--- config.mk ---
export PLATFORM = sky130hd
export DESIGN_NAME = discrete_range_value_picker_flat
export DESIGN_NICKNAME = d
export VERILOG_FILES = /design/src/rtl/discrete_range_value_picker_pkg.sv /design/src/rtl/discrete_range_value_picker_if.sv /design/src/rtl/discrete_range_value_picker_galois_lfsr.sv /design/src/rtl/discrete_range_value_picker.sv /design/src/flat_wrapper.sv
export SDC_FILE = /design/constraint.sdc
export NUM_CORES = 1
export LEC_CHECK = 0
export CAP_MARGIN = 20
export CELL_PAD_IN_SITES_DETAIL_PLACEMENT = 0
export CELL_PAD_IN_SITES_GLOBAL_PLACEMENT = 1
export CORE_UTILIZATION = 36
export CTS_BUF_LIST = sky130_fd_sc_hd__clkbuf_2 sky130_fd_sc_hd__clkbuf_4 sky130_fd_sc_hd__clkbuf_8
export CTS_CLUSTER_SIZE = 10
export DETAILED_ROUTE_END_ITERATION = 10
export PLACE_DENSITY_LB_ADDON = 0.1
export SYNTH_ARGS = -nofsm -noshare
export SYNTH_HDL_FRONTEND = slang
export SYNTH_SLANG_ARGS = --single-unit
--- constraint.sdc ---
create_clock -name in_clock -period 3.28 [get_ports in_clock]
set_clock_uncertainty 0.05 [all_clocks]
set_input_delay 0.328 -clock in_clock [delete_from_list [all_inputs] [get_ports in_clock]]
set_output_delay 0.328 -clock in_clock [all_outputs]
set_load 0.05 [all_outputs]
--- src/rtl/discrete_range_value_picker_pkg.sv ---
`default_nettype none
// ============================================================================
// Module   : discrete_range_value_picker_pkg
// Brief    : Shared types, constants and helpers for the discrete range
//            value picker (FSM states, LFSR taps, cover-mask function).
// Revision : 1.0 - initial release
// ============================================================================
package discrete_range_value_picker_pkg;

    // Sequencer states, in the order a request walks through them
    typedef enum logic [2:0] {
        ST_IDLE        = 3'd0,
        ST_PICK_CHOICE = 3'd1,
        ST_READ_TABLE  = 3'd2,
        ST_LATCH       = 3'd3,
        ST_PICK_VALUE  = 3'd4,
        ST_DONE        = 3'd5
    } picker_state_t;

    // Galois (right-shift) taps for x^16 + x^14 + x^13 + x^11 + 1
    localparam logic [15:0] LFSR16_TAPS = 16'hB400;

    // Smallest all-ones value (2^k - 1) that is >= the argument.
    // Smearing the top set bit downwards gives exactly that mask.
    function automatic logic [31:0] all_ones_mask(input logic [31:0] value);
        logic [31:0] mask;
        mask = value;
        for (int i = 0; i < 5; i++) begin
            mask = mask | (mask >> (1 << i));
        end
        return mask;
    endfunction

endpackage
`default_nettype wire

--- src/rtl/discrete_range_value_picker_if.sv ---
`default_nettype none
// ============================================================================
// Module   : discrete_range_value_picker_if
// Brief    : Request, table-access and result signals of the picker.
//            slave = the picker itself, master = whoever drives requests and
//            models the table.
// Revision : 1.0 - initial release
// ============================================================================
interface discrete_range_value_picker_if #(
    parameter int MAX_BIT_WIDTH_OF_INTEGER_VARIABLE = 8,
    parameter int MAX_BIT_WIDTH_OF_VARIABLES_INDEX  = 8,
    parameter int MAX_BIT_WIDTH_OF_DISCRETE_CHOICES = 4,
    parameter int LFSR_WIDTH                        = 16
);
    // request side
    logic                                          in_start;
    logic [MAX_BIT_WIDTH_OF_VARIABLES_INDEX-1:0]   in_variable_index;
    logic [MAX_BIT_WIDTH_OF_DISCRETE_CHOICES-1:0]  in_last_choice_index;
    logic                                          in_seed_load;
    logic [LFSR_WIDTH-1:0]                         in_seed;
    // table side
    logic                                          out_table_enable;
    logic [MAX_BIT_WIDTH_OF_VARIABLES_INDEX-1:0]   out_variable_index;
    logic [MAX_BIT_WIDTH_OF_DISCRETE_CHOICES-1:0]  out_index_of_the_discrete_value;
    logic [MAX_BIT_WIDTH_OF_INTEGER_VARIABLE-1:0]  in_table_start;
    logic [MAX_BIT_WIDTH_OF_INTEGER_VARIABLE-1:0]  in_table_end;
    // result side
    logic [MAX_BIT_WIDTH_OF_INTEGER_VARIABLE-1:0]  out_value;
    logic                                          out_valid;
    logic                                          out_range_error;
    logic                                          out_busy;

    modport slave (
        input  in_start, in_variable_index, in_last_choice_index,
               in_seed_load, in_seed, in_table_start, in_table_end,
        output out_table_enable, out_variable_index,
               out_index_of_the_discrete_value, out_value, out_valid,
               out_range_error, out_busy
    );

    modport master (
        output in_start, in_variable_index, in_last_choice_index,
               in_seed_load, in_seed, in_table_start, in_table_end,
        input  out_table_enable, out_variable_index,
               out_index_of_the_discrete_value, out_value, out_valid,
               out_range_error, out_busy
    );
endinterface
`default_nettype wire

--- src/rtl/discrete_range_value_picker_galois_lfsr.sv ---
`default_nettype none
// ============================================================================
// Module   : discrete_range_value_picker_galois_lfsr
// Brief    : Free-running right-shift Galois LFSR with seed load. A zero seed
//            would lock the register, so it is replaced by the reset seed.
// Revision : 1.0 - initial release
// ============================================================================
module discrete_range_value_picker_galois_lfsr #(
    parameter int               WIDTH = 16,
    parameter logic [WIDTH-1:0] TAPS  = WIDTH'(16'hB400),
    parameter logic [WIDTH-1:0] SEED  = WIDTH'(16'hACE1)
) (
    input  wire logic             clk,
    input  wire logic             rst,
    input  wire logic             load,
    input  wire logic [WIDTH-1:0] seed,
    output logic      [WIDTH-1:0] state
);

    logic [WIDTH-1:0] r_state;

    // Step every cycle; a load replaces the step for that cycle
    always_ff @(posedge clk) begin
        if (rst) begin
            r_state <= SEED;
        end else if (load) begin
            r_state <= (seed == '0) ? SEED : seed;
        end else begin
            r_state <= {1'b0, r_state[WIDTH-1:1]} ^ (r_state[0] ? TAPS : '0);
        end
    end

    assign state = r_state;

endmodule
`default_nettype wire

--- src/rtl/discrete_range_value_picker.sv ---
`default_nettype none
// ============================================================================
// Module   : discrete_range_value_picker
// Brief    : Picks a random choice index for a variable, reads its {start,end}
//            range from the discrete values table and draws a uniform value
//            in that range by masked rejection sampling with a bounded
//            number of retries.
// Revision : 1.0 - initial release
// ============================================================================
module discrete_range_value_picker
    import discrete_range_value_picker_pkg::*;
#(
    parameter int MAX_BIT_WIDTH_OF_INTEGER_VARIABLE = 8,
    parameter int MAX_BIT_WIDTH_OF_VARIABLES_INDEX  = 8,
    parameter int MAX_BIT_WIDTH_OF_DISCRETE_CHOICES = 4,
    parameter int LFSR_WIDTH                        = 16,
    parameter logic [LFSR_WIDTH-1:0] LFSR_SEED      = LFSR_WIDTH'(16'hACE1),
    parameter int REJECT_LIMIT                      = 7
) (
    input  wire logic                      in_clock,
    input  wire logic                      in_reset,
    discrete_range_value_picker_if.slave   picker
);

    localparam int IW      = MAX_BIT_WIDTH_OF_INTEGER_VARIABLE;
    localparam int VW      = MAX_BIT_WIDTH_OF_VARIABLES_INDEX;
    localparam int CW      = MAX_BIT_WIDTH_OF_DISCRETE_CHOICES;
    localparam int RETRY_W = (REJECT_LIMIT < 1) ? 1 : $clog2(REJECT_LIMIT + 1);

    picker_state_t        state_q, state_d;
    logic [LFSR_WIDTH-1:0] lfsr_state;
    logic                 lfsr_load;

    logic [VW-1:0]        variable_index_q;
    logic [CW-1:0]        last_choice_q;
    logic [CW-1:0]        choice_q;
    logic [RETRY_W-1:0]   retry_q;
    logic [IW-1:0]        range_start_q;
    logic [IW-1:0]        span_q;
    logic [IW-1:0]        value_mask_q;
    logic                 range_error_q;
    logic [IW-1:0]        value_q;

    logic [CW-1:0]        choice_mask;
    logic [CW-1:0]        choice_candidate;
    logic [CW-1:0]        choice_pick;
    logic                 choice_accept;
    logic [IW-1:0]        offset_candidate;
    logic [IW-1:0]        offset_pick;
    logic                 offset_accept;
    logic                 retry_exhausted;
    logic                 range_inverted;
    logic [IW-1:0]        span_next;

    logic                 table_enable;
    logic                 valid;
    logic                 range_error;
    logic                 busy;

    // Only the low bits of the LFSR feed the draws; the rest just keep the
    // sequence long.
    logic                 unused_lfsr_bits;
    assign unused_lfsr_bits = ^lfsr_state;

    // A seed load only lands while idle and never in the cycle a request starts
    assign lfsr_load = (state_q == ST_IDLE) && picker.in_seed_load && !picker.in_start;

    discrete_range_value_picker_galois_lfsr #(
        .WIDTH (LFSR_WIDTH),
        .TAPS  (LFSR_WIDTH'(LFSR16_TAPS)),
        .SEED  (LFSR_SEED)
    ) u_galois_lfsr (
        .clk   (in_clock),
        .rst   (in_reset),
        .load  (lfsr_load),
        .seed  (picker.in_seed),
        .state (lfsr_state)
    );

    // Rejection-sampling candidates; on the final retry the halved candidate
    // is always inside the bound, since mask >> 1 < bound.
    always_comb begin
        retry_exhausted  = (retry_q == RETRY_W'(REJECT_LIMIT));
        choice_mask      = CW'(all_ones_mask(32'(last_choice_q)));
        choice_candidate = lfsr_state[CW-1:0] & choice_mask;
        choice_accept    = (choice_candidate <= last_choice_q) || retry_exhausted;
        choice_pick      = (choice_candidate <= last_choice_q) ? choice_candidate
                                                               : (choice_candidate >> 1);
        offset_candidate = lfsr_state[IW-1:0] & value_mask_q;
        offset_accept    = (offset_candidate <= span_q) || retry_exhausted;
        offset_pick      = (offset_candidate <= span_q) ? offset_candidate
                                                        : (offset_candidate >> 1);
        range_inverted   = (picker.in_table_end < picker.in_table_start);
        span_next        = range_inverted ? '0 : (picker.in_table_end - picker.in_table_start);
    end

    // State register
    always_ff @(posedge in_clock) begin
        if (in_reset) begin
            state_q <= ST_IDLE;
        end else begin
            state_q <= state_d;
        end
    end

    // Next-state and state-decoded outputs
    always_comb begin
        state_d      = state_q;
        table_enable = 1'b0;
        valid        = 1'b0;
        range_error  = 1'b0;
        busy         = (state_q != ST_IDLE);
        unique case (state_q)
            ST_IDLE:        if (picker.in_start) state_d = ST_PICK_CHOICE;
            ST_PICK_CHOICE: if (choice_accept)   state_d = ST_READ_TABLE;
            ST_READ_TABLE: begin
                table_enable = 1'b1;
                state_d      = ST_LATCH;
            end
            ST_LATCH:       state_d = ST_PICK_VALUE;
            ST_PICK_VALUE:  if (offset_accept)   state_d = ST_DONE;
            ST_DONE: begin
                valid       = 1'b1;
                range_error = range_error_q;
                state_d     = ST_IDLE;
            end
            default:        state_d = ST_IDLE;
        endcase
    end

    // Request capture, choice/value selection and range latching
    always_ff @(posedge in_clock) begin
        if (in_reset) begin
            variable_index_q <= '0;
            last_choice_q    <= '0;
            choice_q         <= '0;
            retry_q          <= '0;
            range_start_q    <= '0;
            span_q           <= '0;
            value_mask_q     <= '0;
            range_error_q    <= 1'b0;
            value_q          <= '0;
        end else begin
            unique case (state_q)
                ST_IDLE: begin
                    if (picker.in_start) begin
                        variable_index_q <= picker.in_variable_index;
                        last_choice_q    <= picker.in_last_choice_index;
                    end
                end
                ST_PICK_CHOICE: begin
                    if (choice_accept) begin
                        choice_q <= choice_pick;
                        retry_q  <= '0;
                    end else begin
                        retry_q  <= retry_q + 1'b1;
                    end
                end
                ST_LATCH: begin
                    range_start_q <= picker.in_table_start;
                    span_q        <= span_next;
                    value_mask_q  <= IW'(all_ones_mask(32'(span_next)));
                    range_error_q <= range_inverted;
                end
                ST_PICK_VALUE: begin
                    if (offset_accept) begin
                        value_q <= range_start_q + offset_pick;
                        retry_q <= '0;
                    end else begin
                        retry_q <= retry_q + 1'b1;
                    end
                end
                default: ;
            endcase
        end
    end

    assign picker.out_table_enable                = table_enable;
    assign picker.out_variable_index              = variable_index_q;
    assign picker.out_index_of_the_discrete_value = choice_q;
    assign picker.out_value                       = value_q;
    assign picker.out_valid                       = valid;
    assign picker.out_range_error                 = range_error;
    assign picker.out_busy                        = busy;

endmodule
`default_nettype wire

--- src/flat_wrapper.sv ---
// flat-port wrapper written by rule: the top's interface ports become plain ports
module discrete_range_value_picker_flat import discrete_range_value_picker_pkg::*;
#(
    parameter int MAX_BIT_WIDTH_OF_INTEGER_VARIABLE = 8,
    parameter int MAX_BIT_WIDTH_OF_VARIABLES_INDEX  = 8,
    parameter int MAX_BIT_WIDTH_OF_DISCRETE_CHOICES = 4,
    parameter int LFSR_WIDTH                        = 16,
    parameter logic [LFSR_WIDTH-1:0] LFSR_SEED      = LFSR_WIDTH'(16'hACE1),
    parameter int REJECT_LIMIT                      = 7
)
  (in_clock, in_reset, picker_in_start, picker_in_variable_index, picker_in_last_choice_index, picker_in_seed_load, picker_in_seed, picker_in_table_start, picker_in_table_end, picker_out_table_enable, picker_out_variable_index, picker_out_index_of_the_discrete_value, picker_out_value, picker_out_valid, picker_out_range_error, picker_out_busy);
  discrete_range_value_picker_if #(.MAX_BIT_WIDTH_OF_INTEGER_VARIABLE(MAX_BIT_WIDTH_OF_INTEGER_VARIABLE), .MAX_BIT_WIDTH_OF_VARIABLES_INDEX(MAX_BIT_WIDTH_OF_VARIABLES_INDEX), .MAX_BIT_WIDTH_OF_DISCRETE_CHOICES(MAX_BIT_WIDTH_OF_DISCRETE_CHOICES), .LFSR_WIDTH(LFSR_WIDTH)) picker_i ();
  input  wire logic in_clock;
  input  wire logic in_reset;
  input wire logic [$bits(picker_i.in_start)-1:0] picker_in_start;
  input wire logic [$bits(picker_i.in_variable_index)-1:0] picker_in_variable_index;
  input wire logic [$bits(picker_i.in_last_choice_index)-1:0] picker_in_last_choice_index;
  input wire logic [$bits(picker_i.in_seed_load)-1:0] picker_in_seed_load;
  input wire logic [$bits(picker_i.in_seed)-1:0] picker_in_seed;
  input wire logic [$bits(picker_i.in_table_start)-1:0] picker_in_table_start;
  input wire logic [$bits(picker_i.in_table_end)-1:0] picker_in_table_end;
  output wire logic [$bits(picker_i.out_table_enable)-1:0] picker_out_table_enable;
  output wire logic [$bits(picker_i.out_variable_index)-1:0] picker_out_variable_index;
  output wire logic [$bits(picker_i.out_index_of_the_discrete_value)-1:0] picker_out_index_of_the_discrete_value;
  output wire logic [$bits(picker_i.out_value)-1:0] picker_out_value;
  output wire logic [$bits(picker_i.out_valid)-1:0] picker_out_valid;
  output wire logic [$bits(picker_i.out_range_error)-1:0] picker_out_range_error;
  output wire logic [$bits(picker_i.out_busy)-1:0] picker_out_busy;
  assign picker_i.in_start = picker_in_start;
  assign picker_i.in_variable_index = picker_in_variable_index;
  assign picker_i.in_last_choice_index = picker_in_last_choice_index;
  assign picker_i.in_seed_load = picker_in_seed_load;
  assign picker_i.in_seed = picker_in_seed;
  assign picker_i.in_table_start = picker_in_table_start;
  assign picker_i.in_table_end = picker_in_table_end;
  assign picker_out_table_enable = picker_i.out_table_enable;
  assign picker_out_variable_index = picker_i.out_variable_index;
  assign picker_out_index_of_the_discrete_value = picker_i.out_index_of_the_discrete_value;
  assign picker_out_value = picker_i.out_value;
  assign picker_out_valid = picker_i.out_valid;
  assign picker_out_range_error = picker_i.out_range_error;
  assign picker_out_busy = picker_i.out_busy;
  discrete_range_value_picker #(.MAX_BIT_WIDTH_OF_INTEGER_VARIABLE(MAX_BIT_WIDTH_OF_INTEGER_VARIABLE), .MAX_BIT_WIDTH_OF_VARIABLES_INDEX(MAX_BIT_WIDTH_OF_VARIABLES_INDEX), .MAX_BIT_WIDTH_OF_DISCRETE_CHOICES(MAX_BIT_WIDTH_OF_DISCRETE_CHOICES), .LFSR_WIDTH(LFSR_WIDTH), .LFSR_SEED(LFSR_SEED), .REJECT_LIMIT(REJECT_LIMIT)) u_core (.in_clock(in_clock), .in_reset(in_reset), .picker(picker_i));
endmodule
==> results.sh <==
export IMPL_worst_path_max_delay_cell="sky130_fd_sc_hd__a221o_2"
export IMPL_maxCapViolCount=0
export IMPL_total_die_area_um2=11400
export IMPL_place_hpwl_mm=7.82
export IMPL_hp_class="reg -> reg"
export IMPL_highest_count_cells_in_the_layout_ignoring_fill_and_taps="sky130_fd_sc_hd__nand2_1 (85), sky130_fd_sc_hd__clkdlybuf4s50_1 (70), sky130_fd_sc_hd__dfxtp_1 (63)"
export IMPL_cts_hold_fix_buffers=0
export IMPL_wire_length_of_the_first_global_routing_pass_mm=17.3
export IMPL_grt_antenna_before_repair=0
export IMPL_outcome="complete, no violations"
export IMPL_pwr_density_cell_nw_per_um2=485
export IMPL_syn_mean_instance_area_um2=7.98
export IMPL_cpMostUsedCell="sky130_fd_sc_hd__a21oi_2"
export IMPL_final_hold_viol_count=0
export IMPL_dpl_cell_count=695
export IMPL_antenna_left=0
export IMPL_grt_max_degree=55
export IMPL_cts_sink_count=70
export IMPL_met1_usage=0.270
export IMPL_postSynthRegisterBits=70
export IMPL_htree_num_levels=3
export IMPL_crit_start="u_core.u_galois_lfsr.state[5]"
export IMPL_crit_reg2reg_launch="u_core.u_galois_lfsr.state[5]"
export IMPL_total_drc_errors_in_the_routed_layout=0
export IMPL_global_route_usage_met2=0.301
export IMPL_worst_path_buf_inv=2
export IMPL_layout_core_utilization=0.504
export IMPL_first_iter_violations=136
export IMPL_synth_net_count=573
export IMPL_grt_use_total=0.191
export IMPL_timing_slew_headroom=0.376
export IMPL_fin_max_slew_vios=0
export IMPL_required_ps=3460
export IMPL_chipWidth_um=107
export IMPL_clock_insertion_delay_at_the_later_pin_of_the_skew_report_ps=340
export IMPL_hold_path_startpoint="u_core.u_galois_lfsr.state[9]"
export IMPL_netlist_area_before_placement_um2=3960
export IMPL_grt_busiest_layer="met2"
export IMPL_via_per_inst=5.11
export IMPL_ioPinCount=72
export IMPL_post_drt_wl_per_cell_um=14.6
export IMPL_path_clk_slew_ps=90
export IMPL_routed_wirelength_mm=10.5
export IMPL_synth_enable_flop_cells=0
export IMPL_clockBufferDepth=2
export IMPL_power_total_mw=2.57
export IMPL_placementRows=37
export IMPL_finalHoldWorstSlack_ps=404
export IMPL_drt_pre_antenna_iters=4
export IMPL_most_frequent_standard_cell_in_the_layout_excluding_fill_and_tap_cells="sky130_fd_sc_hd__nand2_1"
export IMPL_pre_cts_ws_ps=-69.2
export IMPL_end_kind="register"
export IMPL_synth_async_reset_ratio=0
export IMPL_tritoncts_clock_tree="done"
export IMPL_worstMarginPinSlew_ps=933
export IMPL_routed_vias=3678
export IMPL_grt_setup_unrepaired="yes"
export IMPL_final_min_period_over_clock_period=0.977
export IMPL_timing_critical_path_slowest_cell_delay_ps=390
export IMPL_yosys_cell_types_count=63
export IMPL_synth_flop_cell="sky130_fd_sc_hd__dfxtp_1"
export IMPL_coreArea_um2=10500
export IMPL_io_buffer_count=71
export IMPL_totalNegativeSetupSlack_ps=0
export IMPL_vdd_ir_drop_max_mv=0.260
export IMPL_critical_path_startpoint_type="register"
export IMPL_worstPathCellList="nand2_2 > inv_2 > ha_4 > and3_4 > a221o_2 > o211ai_4 > buf_6 > nand3_2 > o21ai_2 > ha_2 > fa_2 > a21o_1 > a21oi_2 > o21bai_1 > a21oi_2 > nor4bb_2 > a311o_1"
export IMPL_antenna_cells_inserted=0
export IMPL_path_delay_family="compound AO/OA/AOI/OAI gates"
export IMPL_placement_cell_area_um2=4860
export IMPL_starting_density_of_the_core=0.377
export IMPL_final_critical_path_setup_slack_ps=73.8
export IMPL_cts_root_buf="sky130_fd_sc_hd__clkbuf_8"
export IMPL_grt_pass1_vias=3590
export IMPL_max_fclk_ghz=0.312
export IMPL_final_layout_size_suffix_gt1_frac=0.144
export IMPL_final_period_minus_worst_setup_slack_ps=3210
export IMPL_synthesized_netlist_cell_count=496
export IMPL_biggest_fanout_along_the_worst_timing_path=6
export IMPL_final_design_area_no_fill_um2=5290
export IMPL_timing_critical_path_arrival_ps=3390
export IMPL_setup_worst_path_class="reg -> reg"
export IMPL_yosys_warnings=0
export IMPL_globalRouteMet3Util=0.0267
export IMPL_overflow=0
export IMPL_leakagePower_nw=2.17
export IMPL_report_final_setup_viol=0
export IMPL_syn2layout_area_growth_pct=33.6
export IMPL_cts_buffers_inserted=9
export IMPL_routability_congestion_estimate=0.815
export IMPL_synth_sequential_area_ratio=0.354
export IMPL_layoutNonFillerInstCount=720
export IMPL_nets=656
export IMPL_die_height_um=107
layer usage:
layer,share of wire,vias to the layer above
met1,0.52,1702
met4,0.0073,0
met3,0.031,8
li1,-,1910
met2,0.44,58
met5,0,-
cells in the mapped netlist (all sizes together), types with 4 or more instances:
library cell  number  area [µm²]
mux2i             10         100
nor4               9        62.6
clkbuf            19        71.3
o21a               9        67.6
buf                4        26.3
nor2              31         116
o211ai             7        66.3
xor2               5        43.8
a21oi             53         269
o22ai              9        56.3
nand2b             6        37.5
nor3               7        40.0
nor2b              5        31.3
nor3b              4        35.0
o21ai             25         129
nand3              9        45.0
xnor2              6        52.6
dfxtp             70        1400
nand2             88         330
nand3b             4        30.0
a22oi              4        30.0
and3               4        25.0
ha                27         338
inv               34         128
tightest hold or removal path: cells and delay by family, from the launching register on:
kind             cells  cell delay, ps
AND/OR/NAND/NOR      1              50
flip-flops           1             310
AO/OA/AOI/OAI        1              60
sequential cells by signal (all words and copies together), names as in the netlist:
register,count
u_core.last_choice_q,4
u_core.picker.out_index_of_the_discrete_value,4
u_core.picker.out_value,8
u_core.picker.out_variable_index,8
u_core.range_error_q,1
u_core.range_start_q,8
u_core.retry_q,3
u_core.span_q,7
u_core.state_q,3
u_core.u_galois_lfsr.state,16
u_core.value_mask_q,8
kinds of logic (layout without fill, tap and decap cells):
| group | Yosys count | count (layout) | share of synthesized area |
|---|---|---|---|
| mux | 11 | 11 | 0.0281 |
| xor+xnor | 12 | 12 | 0.0300 |
| buf+inv | 58 | 146 | 0.0578 |
| flops | 70 | 70 | 0.354 |
| simple gates | 185 | 185 | 0.226 |
| fa+ha+maj | 29 | 29 | 0.0954 |
| compound gates | 131 | 131 | 0.209 |
power by group:
group	leakage, nW	internal, mW	switching [mW]
registers	0.572	0.914	0.0500
logic	1.47	0.321	0.395
clock network	0.126	0.517	0.368
final timing paths:
kind / end / slack, ps / depth (start not counted)
max: u_core.picker.out_value[6] / 70 / 17
min: u_core.u_galois_lfsr.state[8] / 400 / 2
max reg2reg: u_core.picker.out_value[6] / 70 / 17
min reg2reg: u_core.u_galois_lfsr.state[8] / 400 / 2
cell type report:
class / count / area [µm²]
fill: 1060 / 5220
clock buffer: 9 / 124
multi-input combinational: 368 / 2430
clock inverter: 7 / 128
inverter: 35 / 131
timing repair buffer: 95 / 902
sequential: 70 / 1410
tap: 136 / 170
what timing repair did:
action,4_1_cts,5_1_grt
setup buffers,4,5
cloned,0,0
pin swaps,7,10
resized for setup,11,15
hold endpoints to repair,0,0
endpoints found under the setup margin,2,2
No activity file was read; power rests on OpenSTA's default activity.
